`config.mk`:
```
export PLATFORM = sky130hd
export DESIGN_NAME = tach_sampler
export DESIGN_NICKNAME = d
export VERILOG_FILES = /design/src/rtl/tach_sampler.sv
export SDC_FILE = /design/constraint.sdc
export NUM_CORES = 1
export LEC_CHECK = 0
export BUFFER_PORTS_ARGS = -buffer_cell sky130_fd_sc_hd__buf_2
export CAP_MARGIN = 15
export CORE_MARGIN = 2
export CORE_UTILIZATION = 55
export CTS_CLUSTER_SIZE = 30
export DETAILED_ROUTE_END_ITERATION = 8
export GPL_TIMING_DRIVEN = 1
export HOLD_SLACK_MARGIN = 0.03
export PLACE_DENSITY = 0.8
export SETUP_SLACK_MARGIN = 0.2
export SYNTH_ARGS = -nofsm -noshare
export SYNTH_HDL_FRONTEND = slang
export SYNTH_SLANG_ARGS = --single-unit
```
`constraint.sdc`:
```
create_clock -name clk -period 2.71 [get_ports clk]
set_clock_uncertainty 0.05 [all_clocks]
set_input_delay 0.542 -clock clk [delete_from_list [all_inputs] [get_ports clk]]
set_output_delay 0.542 -clock clk [all_outputs]
set_load 0.02 [all_outputs]
```
`src/rtl/tach_sampler.sv`:
```
// tach_sampler: filter strobe, periodic freeze/snapshot of the tach counter, signed delta, valid/ack handshake.
module tach_sampler #(
  parameter int FILT_DIV = 16,
  parameter int PERIOD_W = 16
) (
  input  logic                clk,
  input  logic                reset,
  input  logic                enable,
  input  logic [PERIOD_W-1:0] period,
  input  logic [7:0]          countl,
  input  logic [7:0]          counth,
  input  logic                ack,
  output logic                filterce,
  output logic                freeze,
  output logic [15:0]         position,
  output logic [15:0]         velocity,
  output logic                valid,
  output logic                overrun
);
  localparam int PW = $clog2(FILT_DIV);
  typedef enum logic [2:0] {IDLE, COUNT, FRZ, SETTLE, CAPTURE} state_t;
  state_t state, next;
  logic [PW-1:0] pre;
  logic [PERIOD_W-1:0] timer, reload;
  logic [15:0] cur, prev;
  logic primed, cap, freeze_d;
  assign reload = (period < PERIOD_W'(4)) ? '0 : period - PERIOD_W'(4);
  assign cur = {counth, countl};
  always_ff @(posedge clk or posedge reset)
    if (reset) begin
      pre <= '0;
      filterce <= 1'b0;
    end else begin
      pre <= (pre == PW'(FILT_DIV - 1)) ? '0 : pre + 1'b1;
      filterce <= (pre == PW'(FILT_DIV - 1));
    end
  always_ff @(posedge clk or posedge reset)
    if (reset) begin
      state <= IDLE;
      timer <= '0;
    end else begin
      state <= next;
      timer <= (next == COUNT && state != COUNT) ? reload : (state == COUNT) ? timer - 1'b1 : timer;
    end
  always_comb begin
    next = state;
    case (state)
      IDLE:    next = enable ? COUNT : IDLE;
      COUNT:   next = !enable ? IDLE : (timer == '0) ? FRZ : COUNT;
      FRZ:     next = SETTLE;
      SETTLE:  next = CAPTURE;
      CAPTURE: next = enable ? COUNT : IDLE;
      default: next = IDLE;
    endcase
  end
  always_comb begin
    freeze_d = (next == FRZ) || (next == SETTLE) || (next == CAPTURE);
    cap = (state == CAPTURE);
  end
  // freeze is registered from next-state so it is glitch-free toward the decoder
  always_ff @(posedge clk or posedge reset)
    if (reset) begin
      freeze <= 1'b0;
      primed <= 1'b0;
      prev <= '0;
      position <= '0;
      velocity <= '0;
      valid <= 1'b0;
      overrun <= 1'b0;
    end else begin
      freeze <= freeze_d;
      primed <= (state == IDLE) ? 1'b0 : cap ? 1'b1 : primed;
      if (cap) begin
        prev <= cur;
        position <= cur;
      end
      if (cap && primed) begin
        velocity <= cur - prev;
        valid <= 1'b1;
        overrun <= valid && !ack;
      end else if (ack) begin
        valid <= 1'b0;
        overrun <= 1'b0;
      end
    end
endmodule
```
Word-level counts from Yosys, hierarchy flattened
Index checks and enable logic that the tools add are counted.
- register bits: 60
- input bits: 36
- output and inout bits: 36
- word-level logic and storage cells: 50
- add/sub/neg operators: 4
- order comparisons: 1
- equality and inequality tests: 10
- mux-type cells: 13
- reductions and logical operators: 12
- operator list (cell ; number):
    16-bit 2-to-1 mux ; 3
    16-bit zero test ; 1
    16-bit by 3-bit < comparator with 1-bit output, second input constant ; 1
    16-bit by 1-bit subtractor with 16-bit output, second input constant ; 1
    16-bit subtractor ; 1
    16-bit by 3-bit subtractor with 16-bit output, second input constant ; 1
    3-bit by 2-bit == test with 1-bit output, second input constant ; 4
    3-bit one-hot mux with 4 select lines ; 1
    3-bit by 1-bit == test with 1-bit output, second input constant ; 2
    3-bit == test, second input constant ; 2
    1-bit 2-to-1 mux ; 6
    2-bit nonzero test ; 3
    4-bit by 1-bit adder with 4-bit output, second input constant ; 1
    4-bit == test, second input constant ; 1
    2-bit 2-to-1 mux ; 2
    4-bit 2-to-1 mux ; 1
    1-bit logical AND ; 3
    3-bit zero test ; 1
    3-bit by 1-bit inequality test with 1-bit output, second input constant ; 1
    1-bit logical OR ; 2
    2-bit OR reduction ; 1
    1-bit zero test ; 1

Depth between registers and ports, before layout
Gate-level depths: netlist of the first run.
- depth after elaboration: 7
- mapped depth: 10
- gate-level depth less buffers: 10

Worst setup path after synthesis of the first run
Ideal clock, no wire load.
- path kind: input to register
- from: input countl[2]
- to: register velocity[12]
- setup time: 0.133 ns
- arrival time: 2.241 ns
- required time: 2.527 ns
- slack: 0.286 ns
- cell stages on the path: 8
- buffers on the path: 0
- path through: ha_1 -> nor2b_1 -> o2111a_1 -> or3_1 -> and2_1 -> a211oi_1 -> xor2_1 -> o21ai_0
- cells in the longest elaborated chain, start to end: 1
- ends and longest elaborated chain (what ; RTL line ; text):
    start, declared ; 10 ; input logic [7:0] countl,
    16-bit subtractor ; 78 ; velocity <= cur - prev;
    end signal, assigned ; 78 ;
    end, declared ; 16 ; output logic [15:0] velocity,
Every way passes these cells.
A chain may end at the register's enable or synchronous reset.

Final worst setup path of the first run
- from: register timer[8]
- to: register state[1]
- cells in the longest elaborated chain, start to end: 4
- ends and longest elaborated chain (what ; RTL line ; text):
    start, declared ; 24 ; logic [PERIOD_W-1:0] timer, reload;
    start signal, assigned ; 43 ; timer <= (next == COUNT && state != COUNT) ? reload : (state == COUNT) ? timer - 1'b1 : timer;
    16-bit zero test ; 49 ; COUNT: next = !enable ? IDLE : (timer == '0) ? FRZ : COUNT;
    2-bit 2-to-1 mux (2 in series) ; 49 ;
    3-bit one-hot mux with 4 select lines ; 47 ; case (state)
    net next[1] ; 22 ; state_t state, next;
    end signal, assigned ; 42 ; state <= next;
    end, declared ; 22 ;
The timed path passes the listed nets, and every way through them passes these cells.

==> results of run 1 <==
==> layout by cell type (no fill, tap or decap), types with 2 or more instances in the layout <==
master    netlist  routed
a211oi_1        3       3
a21o_1          2       2
a21oi_1        25      25
a221o_1         2       2
a22oi_1         3       3
a31oi_1         2       2
and3_1          4       4
buf_2           0      71
buf_4           0      11
clkbuf_1       12       2
clkbuf_8        1      11
clkinv_2        0       2
dfrtp_1        60      59
ha_1           18      18
inv_1          32      31
mux2_2          3       3
mux2i_1         2       2
nand2_1        53      53
nand2b_1        6       6
nand3_1         8       8
nor2_1         22      22
nor2b_1         4       4
nor3_1         17      17
nor4_1          4       4
o21a_1          2       2
o21ai_0        58      56
o21ai_1         2       4
o221ai_1        5       5
o31ai_1         3       3
or3_1           7       7
xnor2_1        18      18
xor2_1          7       7
==> path summary, 6_finish.rpt <==
kind	end	slack [ns]	cells past startpoint
setup / recovery	state[1]	0.26	6
hold / removal	timer[0]	0.20	2
setup reg to reg	state[1]	0.26	6
hold reg to reg	velocity[2]	0.43	2
max in group asynchronous	timer[7]	1.83	3
min in group clk	overrun	0.31	2
==> what timing repair did <==
item,4_1_cts,5_1_grt
endpoints found under the setup margin,0,5
resized for setup,0,3
buffers inserted,0,6
==> per-stage QoR <==
stage / instance area, um^2 / setup WS (ns) / hold slack [ns]
2_1_floorplan: 3556 / 0.2857 / 0.3936
3_3_place_gp: 4006 / 0.08689 / 0.4094
3_5_place_dp: 4006 / 0.04748 / 0.4146
4_1_cts: 4175 / 0.2329 / 0.2185
5_1_grt: 4222 / 0.1535 / 0.2326
6_report: 4222 / 0.2637 / 0.1972
==> state kept, by name, indices dropped and copies added (netlist names) <==
register	cells
filterce	1
freeze	1
overrun	1
pre	4
prev	16
primed	1
state	3
timer	16
valid	1
velocity	16
==> layer usage <==
| layer | vias to the layer above | wire length (um) |
|---|---|---|
| met2 | 111 | 3669 |
| li1 | 1587 | - |
| met5 | - | 0 |
| met3 | 22 | 456 |
| met1 | 1448 | 3343 |
| met4 | 0 | 170 |
==> critical path: cells and delay by family, from the launching register on <==
kind,cells,cell delay [ns]
DFF,1,0.42
AOI/OAI and AO/OA,1,0.21
and+or+nand+nor,5,1.68
==> area by class of cell <==
| type | instances | share of cell area |
|---|---|---|
| multi-input cells | 301 | 0.4443 |
| flip-flops and latches | 60 | 0.3560 |
| repair buffers | 83 | 0.1085 |
| clock buffers | 13 | 0.03764 |
| inverters | 32 | 0.02845 |
| well taps | 77 | 0.02282 |
| clock inverters | 2 | 0.002371 |
==> kinds of logic after synthesis <==
group,count (synthesis),share of synthesized area
AND/OR/NAND/NOR,133,0.1805
AO/OA/AOI/OAI,119,0.2013
flip-flops,60,0.4222
buffers and inverters,45,0.05032
XOR/XNOR,25,0.06158
adder cells (fa/ha/maj),19,0.06897
multiplexers,5,0.01513
==> report_power, final <==
part           leakage, nW  switching (mW)  internal (mW)  total, mW
sequential           0.685          0.0582          0.956       1.01
combinational         1.21           0.262          0.213      0.476
clock               0.0893           0.339          0.374      0.713
==> results_dict.tcl, run 1 <==
set metrics [dict create \
    post-route-util 0.6686 \
    synth_edf_count 0 \
    grt_start_max_net_pins 36 \
    crit_path_max_fanout 4 \
    finalSetupTns_ns 0 \
    cts_buffer_depth 2 \
    antenna_cells 0 \
    dp_hpwl_mm 5.659 \
    multiInputGateArea_mm2 0.001876 \
    finalNetCount 542 \
    setup_violations 0 \
    worst_slew_pin_slew_ns 0.6481 \
    critical_path_required_ns 2.91 \
    grt_pass1_vias 2991 \
    cp_data_arrival_time_ns 2.65 \
    busiest_layer "met2" \
    powerDensity_mw_per_mm2 522.0 \
    synthCells 406 \
    cts_tree "built" \
    cp_slowest_cell "or4_4" \
    drive_gt1_frac 0.2240 \
    cts_buffers 9 \
    start_kind "flip-flop" \
    clk_latency_ns 0.34 \
    cts.sinks 60 \
    synthTopCellsByArea "dfrtp_1 42%, o21ai_0 8.2%, ha_1 6.3%, nand2_1 5.6%, xnor2_1 4.4%" \
    peakVddDrop_mv 0.3180 \
    regArea_mm2 0.001503 \
    grt_use_met2 0.3716 \
    wirelength_mm 7.638 \
    fillers 529 \
    rr_startpoint "timer[8]" \
    yosysTopAreaCell "dfrtp_1" \
    area_growth_pct 18.72 \
    vias 3168 \
    outcome "complete, no violations" \
    final-hold-violation-count 0 \
    finalCriticalPeriod_ns 2.446 \
    dr.pass1.iters 5 \
    slowest_delay_ns 0.54 \
    die_h_um 84.41 \
    postCtsHoldBufs 0 \
    fin_cells 568 \
    synth.avg_cell_area_um2 8.758 \
    synth_common_cells "60 x dfrtp_1, 58 x o21ai_0, 53 x nand2_1" \
    worst_hold_path_type "primary input to asynchronous set/reset pin" \
    synth-seq-area-share 0.4222 \
    cts_root_buf "clkbuf_8" \
    post-route-period-util 0.9027 \
    avgViaCountPerCell 5.577 \
    synth_top_area_share 0.4222 \
    path_class "flip-flop to flip-flop" \
    synth_nets 461 \
    grt_use_met3 0.05310 \
    pin_count 72 \
    ant_nets 0 \
    cts.clk_slew.worst_paths_ns 0.06 \
    core_mm2 0.006314 \
    p_leak_nw 1.979 \
    die_area_mm2 0.007124 \
    ys.flop_type "dfrtp_1" \
    critPathLaunch "timer[8]" \
    die_x_um 84.41 \
    antenna_found_initial 0 \
    synth_warnings 0 \
    slew_violations 0 \
    drt_iter0_drc 118 \
    initial_core_util 0.5632 \
    grt_overflow 0 \
    netlist_area_mm2 0.003556 \
    yosysUniqueCellTypes 50 \
    max_freq_mhz 408.8 \
    crit_path_cell_trace "or4_4 -> or2_4 -> or3_4 -> nor4_4 -> nand4_1 -> o31ai_2" \
    rows 29 \
    slew_headroom 0.5671 \
    drc 0 \
    end_kind "flip-flop" \
    routabilityCongestion 0.8566 \
    wl_per_cell_um 13.45 \
    max-cap-violations 0 \
    use_met1 0.2888 \
    ys_ff_latch 60 \
    synth_most_common_cell "dfrtp_1" \
    grt_pass1_wl_mm 13.01 \
    total_power_mw 2.203 \
    grt_use_total 0.2248 \
    place.port_buffers 71 \
    rsz0062_at_grt "true" \
    htreeDepth 3 \
    place_inst 547 \
    ys_async_sr_fraction 1.000 \
]
(Power assumes the default switching activity.)
==> run 2, diff against run 1 <==
--- a/config.mk
+++ b/config.mk
@@ -13,7 +13,7 @@
 export DETAILED_ROUTE_END_ITERATION = 8
 export GPL_TIMING_DRIVEN = 1
 export HOLD_SLACK_MARGIN = 0.03
-export PLACE_DENSITY = 0.8
+export PLACE_DENSITY = 0.87
 export SETUP_SLACK_MARGIN = 0.2
 export SYNTH_ARGS = -nofsm -noshare
 export SYNTH_HDL_FRONTEND = slang
==> results_dict.tcl, run 2 (synthesis gave the netlist of run 1 again) <==
set metrics [dict create \
    outcome "complete, no violations" \
    worst_slew_pin_slew_ns 0.6336 \
    cts.sinks 60 \
    wl_per_cell_um 13.79 \
    grt_pass1_vias 3020 \
    r2r_cells 7 \
    die_h_um 84.41 \
    finalNetCount 539 \
    area_growth_pct 19.32 \
    regToRegSetupSlack_ns 0.25 \
    vias 3161 \
    path_class "flip-flop to flip-flop" \
    end_kind "flip-flop" \
    avgViaCountPerCell 5.595 \
    rr_startpoint "timer[8]" \
    grt_pass1_wl_mm 13.37 \
    cts_tree "built" \
    powerDensity_mw_per_mm2 538.6 \
    core_mm2 0.006314 \
    grt_overflow 0 \
    place.port_buffers 71 \
    grt_start_max_net_pins 37 \
    cts_buffer_depth 2 \
    worst_hold_path_type "primary input to asynchronous set/reset pin" \
    initial_core_util 0.5632 \
    htreeDepth 3 \
    max-cap-violations 0 \
    die_x_um 84.41 \
    holdWs_ns 0.1770 \
    pin_count 72 \
    final-hold-violation-count 0 \
    critical_path_required_ns 2.89 \
    peakVddDrop_mv 0.3520 \
    clk_latency_ns 0.34 \
    busiest_layer "met2" \
    reg2reg_to "timer[14]" \
    dp_hpwl_mm 5.731 \
    final_area_mm2 0.004243 \
    use_met1 0.2871 \
    layout_commonest_cell "buf_2" \
    start_kind "flip-flop" \
    dr.pass1.iters 4 \
    layout_common_cells "71 x buf_2, 59 x dfrtp_1, 58 x o21ai_0, 53 x nand2_1, 31 x inv_1" \
    wirelength_mm 7.794 \
    crit_path_max_fanout 5 \
    finalCriticalPeriod_ns 2.460 \
    cts_buffers 9 \
    rsz0062_at_grt "false" \
    grt_use_met2 0.3983 \
    die_area_mm2 0.007124 \
    drt_iter0_drc 119 \
    place_area_mm2 0.004014 \
    cts.clk_slew.worst_paths_ns 0.07 \
    slew_violations 0 \
    antenna_found_initial 0 \
    ant_nets 0 \
    p_leak_nw 1.976 \
    antenna_cells 0 \
    max_freq_mhz 406.5 \
    grt_use_met3 0.04228 \
    setup_violations 0 \
    rows 29 \
    post-route-period-util 0.9078 \
    slew_headroom 0.5768 \
    reg_top3 "prev x16, timer x16, velocity x16" \
    routabilityCongestion 0.8646 \
    cts_root_buf "clkbuf_8" \
    drc 0 \
    cp_data_arrival_time_ns 2.64 \
    drive_gt1_frac 0.2295 \
    grt_use_total 0.2320 \
]
==> run 2: changes by cell type in the layout (fill, tap and decap cells not counted), moves of 2 or more <==
cell,before,now
clkinvlp_4,0,2
buf_4,11,8
o21ai_0,56,58
o21ai_1,4,2
==> run 2: worst max path at each step <==
stage | cells past startpoint | slack, ns | to | start
2_1_floorplan | 8 | 0.29 | velocity[12] | countl[2]
3_3_place_gp | 11 | 0.09 | velocity[12] | countl[0]
3_5_place_dp | 11 | -0.02 | velocity[12] | countl[0]
4_1_cts | 9 | 0.27 | velocity[12] | prev[2]
5_1_grt | 6 | 0.20 | state[1] | timer[8]
6_report | 7 | 0.25 | timer[14] | timer[8]
==> run 2: through the flow <==
| stage | total power, mW | instances | setup WS [ns] | util | setup TNS (ns) |
|---|---|---|---|---|---|
| 2_1_floorplan | 1.347 | 406 | 0.2857 | - | 0 |
| 6_report | 2.285 | 565 | 0.2498 | 0.6720 | 0 |
| 5_1_grt | 2.397 | 565 | 0.2038 | 0.6720 | 0 |
| 3_3_place_gp | 1.464 | 548 | 0.08997 | 0.6358 | 0 |
| 3_5_place_dp | 1.482 | 548 | -0.02149 | 0.6358 | -0.02149 |
| 4_1_cts | 2.282 | 563 | 0.2747 | 0.6661 | 0 |
==> run 2: report_power, final <==
part           total (mW)  internal, mW  switching [mW]
Combinational       0.471         0.207           0.264
Sequential           1.02         0.956          0.0624
Clock               0.796         0.443           0.353
Total                2.29          1.61           0.680
==> run 2: metal layers <==
metal  vias to the layer above  part of all wire
met4                         0             0.020
met2                       109              0.48
met3                        14             0.061
li1                       1582                 -
met1                      1456              0.44
met5                         -                 0
==> run 2: cell type report <==
| cell class | instances | area, um^2 |
|---|---|---|
| clock buffers | 11 | 141.4 |
| repair buffers | 80 | 435.4 |
| inverters | 32 | 120.1 |
| flip-flops and latches | 60 | 1503 |
| clock inverters | 4 | 50.05 |
| well taps | 77 | 96.34 |
| multi-input cells | 301 | 1897 |
| fillers | 496 | 2071 |
==> run 2: repair_timing <==
action / CTS / global route
buffers inserted: 0 / 2
hold endpoints to repair: 0 / 0
endpoints found under the setup margin: 0 / 4
resized for setup: 0 / 6
hold buffers: 0 / 0
==> run 2: worst max-delay path, stage by stage (launching register included) <==
cell,delay [ns]
dfrtp_1,0.44
or4_4,0.54
or2_4,0.26
or3_4,0.36
nor4_4,0.32
o21ai_1,0.10
a22oi_1,0.19
o21ai_1,0.08
==> run 3, diff against run 2 <==
--- a/config.mk
+++ b/config.mk
@@ -5,6 +5,7 @@
 export SDC_FILE = /design/constraint.sdc
 export NUM_CORES = 1
 export LEC_CHECK = 0
+export ABC_AREA = 1
 export BUFFER_PORTS_ARGS = -buffer_cell sky130_fd_sc_hd__buf_2
 export CAP_MARGIN = 15
 export CORE_MARGIN = 2
@@ -13,7 +14,7 @@
 export DETAILED_ROUTE_END_ITERATION = 8
 export GPL_TIMING_DRIVEN = 1
 export HOLD_SLACK_MARGIN = 0.03
-export PLACE_DENSITY = 0.87
+export PLACE_DENSITY = 0.85
 export SETUP_SLACK_MARGIN = 0.2
 export SYNTH_ARGS = -nofsm -noshare
 export SYNTH_HDL_FRONTEND = slang
==> results_dict.tcl, run 3 <==
set metrics [dict create \
    cts_setup_buffers 0 \
    place.port_buffers 71 \
    finalCriticalPeriod_ns 1.900 \
    peakVddDrop_mv 0.2352 \
    ant_nets 0 \
    clk_latency_ns 0.36 \
    rows 32 \
    grt_pass1_vias 3905 \
    synthTopCellsByArea "dfrtp_1 35%, nand2_1 16%, inv_1 8.7%, nand3_1 7.0%, ha_1 5.3%" \
    synth_edf_count 0 \
    netlist_area_mm2 0.004248 \
    routabilityCongestion 0.8969 \
    yosysUniqueCellTypes 41 \
    initial_core_util 0.5584 \
    finalNetCount 728 \
    postCtsHoldBufs 0 \
    cts.clk_slew.worst_paths_ns 0.07 \
    grt_start_max_net_pins 61 \
    wirelength_mm 9.636 \
    synth.avg_cell_area_um2 7.103 \
    slowest_delay_ns 0.41 \
    max-cap-violations 0 \
    synth_top_area_share 0.3535 \
    drc 0 \
    grt_pass1_wl_mm 16.80 \
    post-route-period-util 0.7013 \
    grt_use_met3 0.04684 \
    dr.pass1.iters 5 \
    synth_warnings 0 \
    layout_common_cells "183 x nand2_1, 97 x inv_1, 71 x buf_2, 60 x dfrtp_1, 59 x nand3_1" \
    ys.flop_type "dfrtp_1" \
    synthCells 598 \
    critical_path_required_ns 2.91 \
    wl_per_cell_um 12.35 \
    avgViaCountPerCell 5.168 \
    worst_hold_path_type "primary input to asynchronous set/reset pin" \
    vias 4031 \
    die_h_um 91.88 \
    dp_hpwl_mm 7.401 \
    synth_nets 653 \
    cp_slowest_cell "dfrtp_1" \
    synth-seq-area-share 0.3535 \
    cts_tree "built" \
    max_freq_mhz 526.2 \
    crit_path_cell_trace "nor2_2 -> inv_2 -> nor2_8 -> nand2_4 -> inv_2 -> nand3_1 -> o21a_1" \
    die_x_um 91.88 \
    pin_count 72 \
    path_class "flip-flop to flip-flop" \
    antenna_cells 0 \
    fillers 673 \
    grt_use_met2 0.4320 \
    ys_ff_latch 60 \
    final-hold-violation-count 0 \
    cts_root_buf "clkbuf_8" \
    drive_gt1_frac 0.2124 \
    cts.sinks 60 \
    reg_top3 "prev x16, timer x16, velocity x16" \
    cts_buffer_depth 2 \
    worst_slew_pin_slew_ns 0.3809 \
    htreeDepth 3 \
    core_mm2 0.007607 \
    rsz0062_at_grt "false" \
    yosysTopAreaCell "dfrtp_1" \
    cts-resized-gates 0 \
    cp_data_arrival_time_ns 2.10 \
    start_kind "flip-flop" \
    end_kind "flip-flop" \
    synth_most_common_cell "nand2_1" \
    busiest_layer "met2" \
    die_area_mm2 0.008442 \
    crit_path_max_fanout 31 \
    slew_headroom 0.7452 \
    p_leak_nw 2.663 \
    total_power_mw 2.699 \
    cpMostUsedCell "inv_2" \
    outcome "complete, no violations" \
    finalSetupTns_ns 0 \
    use_met1 0.2799 \
    powerDensity_mw_per_mm2 555.8 \
    setup_violations 0 \
    grt_overflow 0 \
    cts_buffers 9 \
    area_growth_pct 14.32 \
    layout_commonest_cell "nand2_1" \
    antenna_found_initial 0 \
    drt_iter0_drc 154 \
    slew_violations 0 \
    synth_common_cells "183 x nand2_1, 98 x inv_1, 60 x dfrtp_1" \
    ys_async_sr_fraction 1.000 \
    grt_use_total 0.2444 \
]
[run 3: critical path, delay by kind of cell (launching register included)]
kind	cells	cell delay, ns
simple gates	4	0.85
compound gates	1	0.12
buf+inv	2	0.37
flops	1	0.41
[run 3: kinds of logic (layout without fill, tap and decap cells)]
logic type,count (synthesis),after routing,synth area share
simple gates,338,338,0.3679
fa+ha+maj,19,19,0.05773
xor+xnor,16,16,0.03299
buf+inv,115,195,0.1105
compound gates,50,50,0.07747
flops,60,60,0.3535
[run 3: final timing paths]
kind	cells after the start	start	endpoint	slack, ns
max	7	state[1]	velocity[6]	0.81
min	3	reset	prev[13]	0.17
max reg2reg	7	state[1]	velocity[6]	0.81
min reg2reg	1	state[2]	state[2]	0.43
max in group asynchronous	3	reset	prev[7]	2.14
min in group clk	2	ack	overrun	0.34
[run 3: final cells by class]
type / instances / area [um^2] / area share
inverters: 106 / 397.9 / 0.08194
flip-flops and latches: 60 / 1501 / 0.3092
multi-input cells: 423 / 2277 / 0.4690
well taps: 102 / 127.6 / 0.02628
clock buffers: 11 / 141.4 / 0.02912
repair buffers: 73 / 382.9 / 0.07885
clock inverters: 5 / 27.53 / 0.005669
[run 3: power by group]
part           switching (mW)  total, mW  internal (mW)
registers               0.119       1.13           1.01
logic                   0.536      0.846          0.310
clock network           0.376      0.726          0.350
total                    1.03       2.70           1.67
[run 3: metal layers]
layer  wire (um)  share of wire
met1        3864           0.40
met3         550          0.057
met5           0              0
met2        4927           0.51
met4         294          0.031
[run 3: stage by stage]
step | util | worst slack (ns) | instances | instance area [um^2] | hold WS [ns]
6_report | 0.6383 | 0.8096 | 780 | 4856 | 0.1720
5_1_grt | 0.6383 | 0.6190 | 780 | 4856 | 0.2038
4_1_cts | 0.6383 | 0.7959 | 780 | 4856 | 0.2024
3_5_place_dp | 0.6161 | 0.5891 | 764 | 4687 | 0.4171
3_3_place_gp | 0.6161 | 0.6283 | 764 | 4687 | 0.4030
2_1_floorplan | - | 0.6333 | 598 | 4248 | 0.3875
